`config.mk`:
```
export PLATFORM = sky130hd
export DESIGN_NAME = maze_ctrl
export DESIGN_NICKNAME = d
export VERILOG_FILES = /design/src/rtl/maze_pkg.sv /design/src/rtl/maze_path_stack.sv /design/src/rtl/maze_ctrl.sv
export SDC_FILE = /design/constraint.sdc
export NUM_CORES = 1
export LEC_CHECK = 0
export CAP_MARGIN = 20
export CORE_AREA = 2 2 397 301
export CTS_CLUSTER_SIZE = 25
export DETAILED_ROUTE_END_ITERATION = 8
export DIE_AREA = 0 0 399 303
export GPL_TIMING_DRIVEN = 0
export PLACE_DENSITY = 0.45
export SYNTH_ARGS = -nofsm -noshare
export SYNTH_HDL_FRONTEND = slang
export SYNTH_SLANG_ARGS = --single-unit
```
`constraint.sdc`:
```
create_clock -name clk -period 10.7 [get_ports clk]
set_clock_uncertainty 0.05 [all_clocks]
set_input_delay 2.14 -clock clk [delete_from_list [all_inputs] [get_ports clk]]
set_output_delay 2.14 -clock clk [all_outputs]
set_load 0.03 [all_outputs]
```
`src/rtl/maze_pkg.sv`:
```
// Shared types and position helpers for the maze search controller.
// Positions are carried at POS_W bits so a step can run past the edge and be caught as out of bounds.
package maze_pkg;

    localparam int POS_W = 8;  // holds ROW_W/COL_W up to 7 plus one overflow bit

    typedef enum logic [1:0] {
        RIGHT = 2'b00,
        DOWN  = 2'b01,
        LEFT  = 2'b10,
        UP    = 2'b11
    } dir_t;

    typedef enum logic [3:0] {
        IDLE,
        INIT,
        INIT_CHK,
        CHECK,
        EVAL,
        BACK,
        SOLVED,
        FAILED,
        REPLAY
    } state_t;

    typedef struct packed {
        logic [POS_W-1:0] row;
        logic [POS_W-1:0] col;
    } pos_t;

    function automatic dir_t opposite(dir_t d);
        return dir_t'(d ^ 2'b10);
    endfunction

    // Stepping off row/col 0 wraps to all-ones, which the caller sees as out of bounds.
    function automatic pos_t step(pos_t p, dir_t d);
        pos_t s = p;
        case (d)
            RIGHT:   s.col = p.col + POS_W'(1);
            DOWN:    s.row = p.row + POS_W'(1);
            LEFT:    s.col = p.col - POS_W'(1);
            default: s.row = p.row - POS_W'(1);
        endcase
        return s;
    endfunction

endpackage

```
`src/rtl/maze_path_stack.sv`:
```
// Path stack of 2-bit moves: push/pop at the top plus an indexed read port used for replay.
module maze_path_stack #(
    parameter int STACK_DEPTH = 256,
    parameter int IDX_W       = (STACK_DEPTH > 1) ? $clog2(STACK_DEPTH) : 1,
    parameter int CNT_W       = $clog2(STACK_DEPTH + 1)
) (
    input  logic             clk,
    input  logic             rst,
    input  logic             clr,
    input  logic             push,
    input  logic             pop,
    input  logic [1:0]       push_data,
    output logic [1:0]       top_data,
    input  logic [IDX_W-1:0] rd_idx,
    output logic [1:0]       rd_data,
    output logic             empty,
    output logic             full,
    output logic [CNT_W-1:0] count
);

    logic [1:0]       mem [STACK_DEPTH];
    logic [CNT_W-1:0] cnt;

    assign empty    = (cnt == '0);
    assign full     = (cnt == CNT_W'(STACK_DEPTH));
    assign count    = cnt;
    assign top_data = mem[IDX_W'(cnt - CNT_W'(1))];
    assign rd_data  = mem[rd_idx];

    always_ff @(posedge clk) begin
        if (rst || clr) begin
            cnt <= '0;
        end else if (push && !full) begin
            cnt <= cnt + CNT_W'(1);
        end else if (pop && !empty) begin
            cnt <= cnt - CNT_W'(1);
        end
    end

    // Entries are left in place on pop and clear; only the count decides what is live.
    always_ff @(posedge clk) begin
        if (!rst && !clr && push && !full) begin
            mem[IDX_W'(cnt)] <= push_data;
        end
    end

endmodule

```
`src/rtl/maze_ctrl.sv`:
```
// Depth-first maze search over an external 1-bit cell RAM, then replay of the found path as moves.
// Define MAZE_CTRL_STATS_EN to add the backtrack_cnt output.
module maze_ctrl
    import maze_pkg::*;
#(
    parameter int ROW_W       = 4,
    parameter int COL_W       = 4,
    parameter int STACK_DEPTH = 256
) (
    input  logic                   clk,
    input  logic                   rst,
    input  logic                   Start,
    input  logic                   Run,
    output logic [ROW_W+COL_W-1:0] mem_addr,
    output logic                   mem_rd,
    input  logic                   mem_rdata,
    output logic                   mem_we,
    output logic                   Fail,
    output logic                   Done,
    output logic [1:0]             Move,
`ifdef MAZE_CTRL_STATS_EN
    output logic [15:0]            backtrack_cnt,
`endif
    output logic                   Move_valid
);

    localparam int IDX_W = (STACK_DEPTH > 1) ? $clog2(STACK_DEPTH) : 1;
    localparam int CNT_W = $clog2(STACK_DEPTH + 1);
    localparam logic [POS_W-1:0] ROW_MAX = POS_W'((1 << ROW_W) - 1);
    localparam logic [POS_W-1:0] COL_MAX = POS_W'((1 << COL_W) - 1);

    state_t           state, state_n;
    pos_t             pos, nbr, bpos, addr_pos;
    logic [2:0]       dir_cnt;  // bit 2 set means all four directions tried
    dir_t             dir;
    logic [IDX_W-1:0] ridx;
    logic             at_goal, exhausted, oob, start_ok, last;
    logic             push, pop, empty, full;
    logic [1:0]       top_data, rd_data;
    logic [CNT_W-1:0] depth;

    assign dir       = dir_t'(dir_cnt[1:0]);
    assign nbr       = step(pos, dir);
    assign bpos      = step(pos, opposite(dir_t'(top_data)));
    assign at_goal   = (pos.row == ROW_MAX) && (pos.col == COL_MAX);
    assign exhausted = dir_cnt[2];
    assign oob       = (|nbr.row[POS_W-1:ROW_W]) || (|nbr.col[POS_W-1:COL_W]);
    assign start_ok  = Start && (state inside {IDLE, SOLVED, FAILED});
    assign last      = (CNT_W'(ridx) == depth - CNT_W'(1));
    assign addr_pos  = (state == CHECK || state == EVAL) ? nbr : pos;
    assign mem_addr  = {addr_pos.row[ROW_W-1:0], addr_pos.col[COL_W-1:0]};

    maze_path_stack #(.STACK_DEPTH(STACK_DEPTH)) u_stack (
        .clk       (clk),
        .rst       (rst),
        .clr       (start_ok),
        .push      (push),
        .pop       (pop),
        .push_data (dir),
        .top_data  (top_data),
        .rd_idx    (ridx),
        .rd_data   (rd_data),
        .empty     (empty),
        .full      (full),
        .count     (depth)
    );

    always_ff @(posedge clk) begin
        if (rst) state <= IDLE;
        else     state <= state_n;
    end

    always_comb begin
        state_n = state;
        case (state)
            IDLE, FAILED: if (start_ok) state_n = INIT;
            SOLVED: begin
                if (start_ok)          state_n = INIT;
                else if (Run && !empty) state_n = REPLAY;
            end
            INIT:     state_n = INIT_CHK;
            INIT_CHK: state_n = mem_rdata ? FAILED : CHECK;
            CHECK: begin
                if (at_goal)        state_n = SOLVED;
                else if (exhausted) state_n = BACK;
                else if (!oob)      state_n = EVAL;
            end
            EVAL:   state_n = (!mem_rdata && full) ? FAILED : CHECK;
            BACK:   state_n = empty ? FAILED : CHECK;
            REPLAY: if (last) state_n = SOLVED;
            default: state_n = IDLE;
        endcase
    end

    always_comb begin
        mem_rd     = 1'b0;
        mem_we     = 1'b0;
        push       = 1'b0;
        pop        = 1'b0;
        Fail       = 1'b0;
        Done       = 1'b0;
        Move       = 2'b00;
        Move_valid = 1'b0;
        case (state)
            INIT:     mem_rd = 1'b1;
            INIT_CHK: mem_we = !mem_rdata;
            CHECK:    mem_rd = !at_goal && !exhausted && !oob;
            EVAL: begin
                push   = !mem_rdata && !full;
                mem_we = !mem_rdata && !full;
            end
            BACK:   pop  = !empty;
            SOLVED: Done = 1'b1;
            FAILED: Fail = 1'b1;
            REPLAY: begin
                Move_valid = 1'b1;
                Move       = rd_data;
            end
            default: ;
        endcase
    end

    // Upper position bits stay zero: only in-bounds neighbours and back-steps are ever loaded.
    always_ff @(posedge clk) begin
        if (rst) begin
            pos     <= '0;
            dir_cnt <= '0;
            ridx    <= '0;
        end else begin
            case (state)
                IDLE, SOLVED, FAILED: begin
                    ridx <= '0;
                    if (start_ok) pos <= '0;
                end
                INIT_CHK: dir_cnt <= '0;
                CHECK: if (!at_goal && !exhausted && oob) dir_cnt <= dir_cnt + 3'd1;
                EVAL: begin
                    if (mem_rdata) begin
                        dir_cnt <= dir_cnt + 3'd1;
                    end else if (!full) begin
                        pos     <= nbr;
                        dir_cnt <= '0;
                    end
                end
                BACK: begin
                    if (!empty) begin
                        pos     <= bpos;
                        dir_cnt <= {1'b0, top_data} + 3'd1;
                    end
                end
                REPLAY: ridx <= ridx + IDX_W'(1);
                default: ;
            endcase
        end
    end

`ifdef MAZE_CTRL_STATS_EN
    always_ff @(posedge clk) begin
        if (rst || start_ok)                     backtrack_cnt <= '0;
        else if (pop && backtrack_cnt != 16'hFFFF) backtrack_cnt <= backtrack_cnt + 16'd1;
    end
`endif

endmodule

```
==> summary.md <==
| Metric | Value |
|---|---|
| Leak | `10.49 nW` |
| GRT met1 Usage | `27.26%` |
| Pins Over Slew Limit | `0` |
| Status | `complete, no violations` |
| CTS root buf | `clkbuf_16` |
| Largest net degree at the start of global routing | `87` |
| Layout cells sized above 1 | `21.80%` |
| RD Place Congestion | `0.9708` |
| FFs w/ async S/R, synth | `0%` |
| Detailed placement HPWL | `78.34 mm` |
| Family with the most delay on the worst path | `buffers and inverters` |
| Crit-path max FO | `11` |
| Distinct cells, synth | `86` |
| Ys flop type | `edfxtp_1` |
| Filler cell count | `11,790` |
| Antenna viol nets, final | `0` |
| Worst-path clk slew | `70 ps` |
| Pre-antenna DRT Iters | `5` |
| Remaining DRCs | `0` |
| Layer with the highest usage | `met1` |
| Total Neg Setup Slack | `0 ps` |
| Via density | `5.485` |
| EDFF count, synth | `512` |
| Top post-synthesis cells by area | `edfxtp_1, mux4_2, nor2_1` |
| Postcts setup bufs | `0` |
| Port Buffers | `18` |
| Worst Setup Start Kind | `register` |
| Yosys reg bits | `560` |
| Synth area leader | `edfxtp_1` |
| Top-count cell post-synth | `edfxtp_1` |
| Die width | `399 µm` |
| Top cell by count, worst path | `buf_2` |
| Max-Cap Viols | `0` |
| Min cycle time layout | `10,310 ps` |
| First-pass GRT wire length | `154.8 mm` |
| Setup crit end kind | `register` |
| Cts bufs inserted | `67` |
| DR WL/cell | `29.44 µm` |
| Layout area overhead | `15.41%` |
| Syn_area_per_cell | `14.22 µm²` |
| Initial Util | `24.79%` |
| Slowest cell on crit path | `buf_1` |
| Peak Freq | `97.04 MHz` |
| Warnings from Yosys | `0` |
| Core Area | `0.1170 mm²` |
| Synth top area share | `53.00%` |
| Commonest cells post-synth | `edfxtp_1, nor2_1, mux4_2` |
| Met3 Track Usage GR | `5.306%` |
| Required time worst endpoint | `11,170 ps` |
| FP Rows | `109` |
| Initial antenna violation count | `1` |
| Final core occ | `28.61%` |
| Final Setup Violations | `0` |
| Mapped Cells | `2,040` |
| # nets final | `2,165` |
| Hold Vio Cnt, Final | `0` |
| CTS tree | `done` |
| Critical path class | `register to register` |
| H-tree depth | `3` |
| Clock latency on the worst-skew pair | `630 ps` |
| Clock Path Buffers | `3` |
| Post-Syn Area | `0.02901 mm²` |
| Die area | `0.1209 mm²` |
| Cts hold-fix bufs | `0` |
| Critical Path, Cell by Cell | `buf_4 -> buf_4 -> buf_2 -> buf_2 -> clkinv_1 -> ha_1 -> buf_2 -> buf_2 -> buf_2 -> buf_1 -> mux4_2 -> nand2_1 -> nand3_1 -> nand3_1 -> nand3_1 -> a21oi_1 -> a21oi_1 -> o21ai_1 -> ha_1 -> nor2_1 -> a21boi_1 -> clkbuf_1 -> o221ai_1 -> o211a_1` |
| Gr ovfl total | `0` |
| Worst-Margin Slew | `1186 ps` |
| Buf/Inv on CP | `10` |
| Period utilisation layout | `96.31%` |
| Sequential share of the synthesized area | `56.31%` |
| Vias | `20,550` |
| Slew margin rel. | `20.95%` |
| Vias in the first global route | `19,890` |
| Max VDD drop | `0.1040 mV` |
| Final wirelength | `110.3 mm` |
| Met2 GRT Util | `25.43%` |
| # diodes | `0` |
| Unrepaired setup endpoints after global routing | `no` |
| IO Pins | `20` |
| GRT Util Overall | `18.11%` |
| Crit path DAT | `10,780 ps` |
| Hold Crit Class | `register to register` |
| Die height | `303 µm` |
| Crit-path max cell delay | `900 ps` |
| Post-cts sizing count | `0` |
| Initial drt markers | `2,823` |
| Clock Sinks | `560` |
| Power Density | `179.9 mW/mm²` |
| Synthesized Nets | `2,062` |
## logic make-up (layout without fill, tap and decap cells)
logic type	Yosys count	after routing	synth area share [%]
compound gates	216	216	5.318
xor+xnor	36	36	1.165
fa+ha+maj	17	17	0.7332
buf+inv	192	345	2.773
flops	560	560	56.31
mux	303	303	22.93
simple gates	716	716	10.77
## final cells by class
| class | instances | area, µm² | area share [%] |
|---|---|---|---|
| Tap cell | 1554 | 1944 | 5.808 |
| Clock buffer | 87 | 1826 | 5.453 |
| Multi-Input combinational cell | 1288 | 11870 | 35.45 |
| Sequential cell | 560 | 16340 | 48.82 |
| Buffer | 174 | 742.0 | 2.216 |
| Inverter | 18 | 67.56 | 0.2018 |
| Clock inverter | 32 | 193.9 | 0.5793 |
| Timing Repair Buffer | 34 | 493.0 | 1.473 |
## worst register-to-register path, cell delays in order (launching register included)
cell and delay, ps:
dfxtp_1 420, buf_4 340, buf_4 370, buf_2 550
buf_2 600, clkinv_1 700, ha_1 780, buf_2 500
buf_2 560, buf_2 540, buf_1 910, mux4_2 420
nand2_1 80, nand3_1 210, nand3_1 190, nand3_1 100
a21oi_1 450, a21oi_1 110, o21ai_1 350, ha_1 360
nor2_1 90, a21boi_1 600, clkbuf_1 520, o221ai_1 240
o211a_1 170
## flip-flops by register name, indices dropped and copies added (netlist names), named ones only
register	flops
u_stack.mem	512
pos	16
u_stack.count	9
ridx	8
state	4
dir_cnt	3
## per-stage QoR
| step | power, mW | cell area [µm²] | cells | hold WS, ps | worst slack, ps |
|---|---|---|---|---|---|
| final | 6.022 | 33480 | 3747 | 511.5 | 394.5 |
| after global routing | 6.219 | 33480 | 3747 | 545.9 | 174.7 |
| after CTS | 6.018 | 33470 | 3746 | 493.6 | 746.7 |
| after detailed placement | 3.861 | 31450 | 3627 | 485.8 | 756.4 |
| after global placement | 3.878 | 31130 | 3612 | 490.1 | -3533 |
| after floorplan | 3.360 | 29010 | 2040 | 423.0 | 2146 |
## power breakdown
group / switching (mW) / total (mW) / internal [mW]
Combinational: 0.939 / 1.38 / 0.439
Sequential: 0.0317 / 2.48 / 2.44
Clock: 0.939 / 2.17 / 1.23
Total: 1.91 / 6.02 / 4.11
## per-layer routing
layer  part of all wire [%]  wire length, µm
met1                     44            49070
met2                     42            45950
met3                     12            13020
met4                    2.1             2276
met5                      0                0
## cell usage in the layout, fill, tap and decap left out, drive strengths merged, types with 5 or more instances in the layout
cell	netlist	layout
a21o	6	6
a21oi	48	48
a221oi	10	10
a22o	7	7
a22oi	16	16
a311oi	12	12
a31oi	11	11
and2	5	5
and3	10	10
buf	66	82
clkbuf	108	195
clkdlybuf4s50	0	18
clkinv	2	26
dfxtp	48	48
edfxtp	512	512
ha	17	17
inv	16	19
mux2i	12	12
mux4	289	289
nand2	191	191
nand2b	8	8
nand3	86	86
nand4	14	14
nor2	328	328
nor2b	10	10
nor3	22	22
nor3b	5	5
nor4	8	8
o211a	5	5
o211ai	8	8
o21ai	28	28
o221ai	6	6
o22ai	5	5
o31ai	5	5
or2	6	6
or3	7	7
or4	5	5
xnor2	19	19
xor2	16	16
## worst paths after layout
| path | endpoint | depth (start not counted) | slack, ps | from |
|---|---|---|---|---|
| setup / recovery | pos[1]$_SDFFE_PP0P_ | 24 | 390 | u_stack.count[0]$_SDFFE_PP0P_ |
| setup reg to reg | pos[1]$_SDFFE_PP0P_ | 24 | 390 | u_stack.count[0]$_SDFFE_PP0P_ |
| hold reg to reg | dir_cnt[2]$_SDFFE_PP0P_ | 2 | 510 | dir_cnt[2]$_SDFFE_PP0P_ |
| hold / removal | dir_cnt[2]$_SDFFE_PP0P_ | 2 | 510 | dir_cnt[2]$_SDFFE_PP0P_ |
Note: power is estimated with default switching activity, not from simulation.
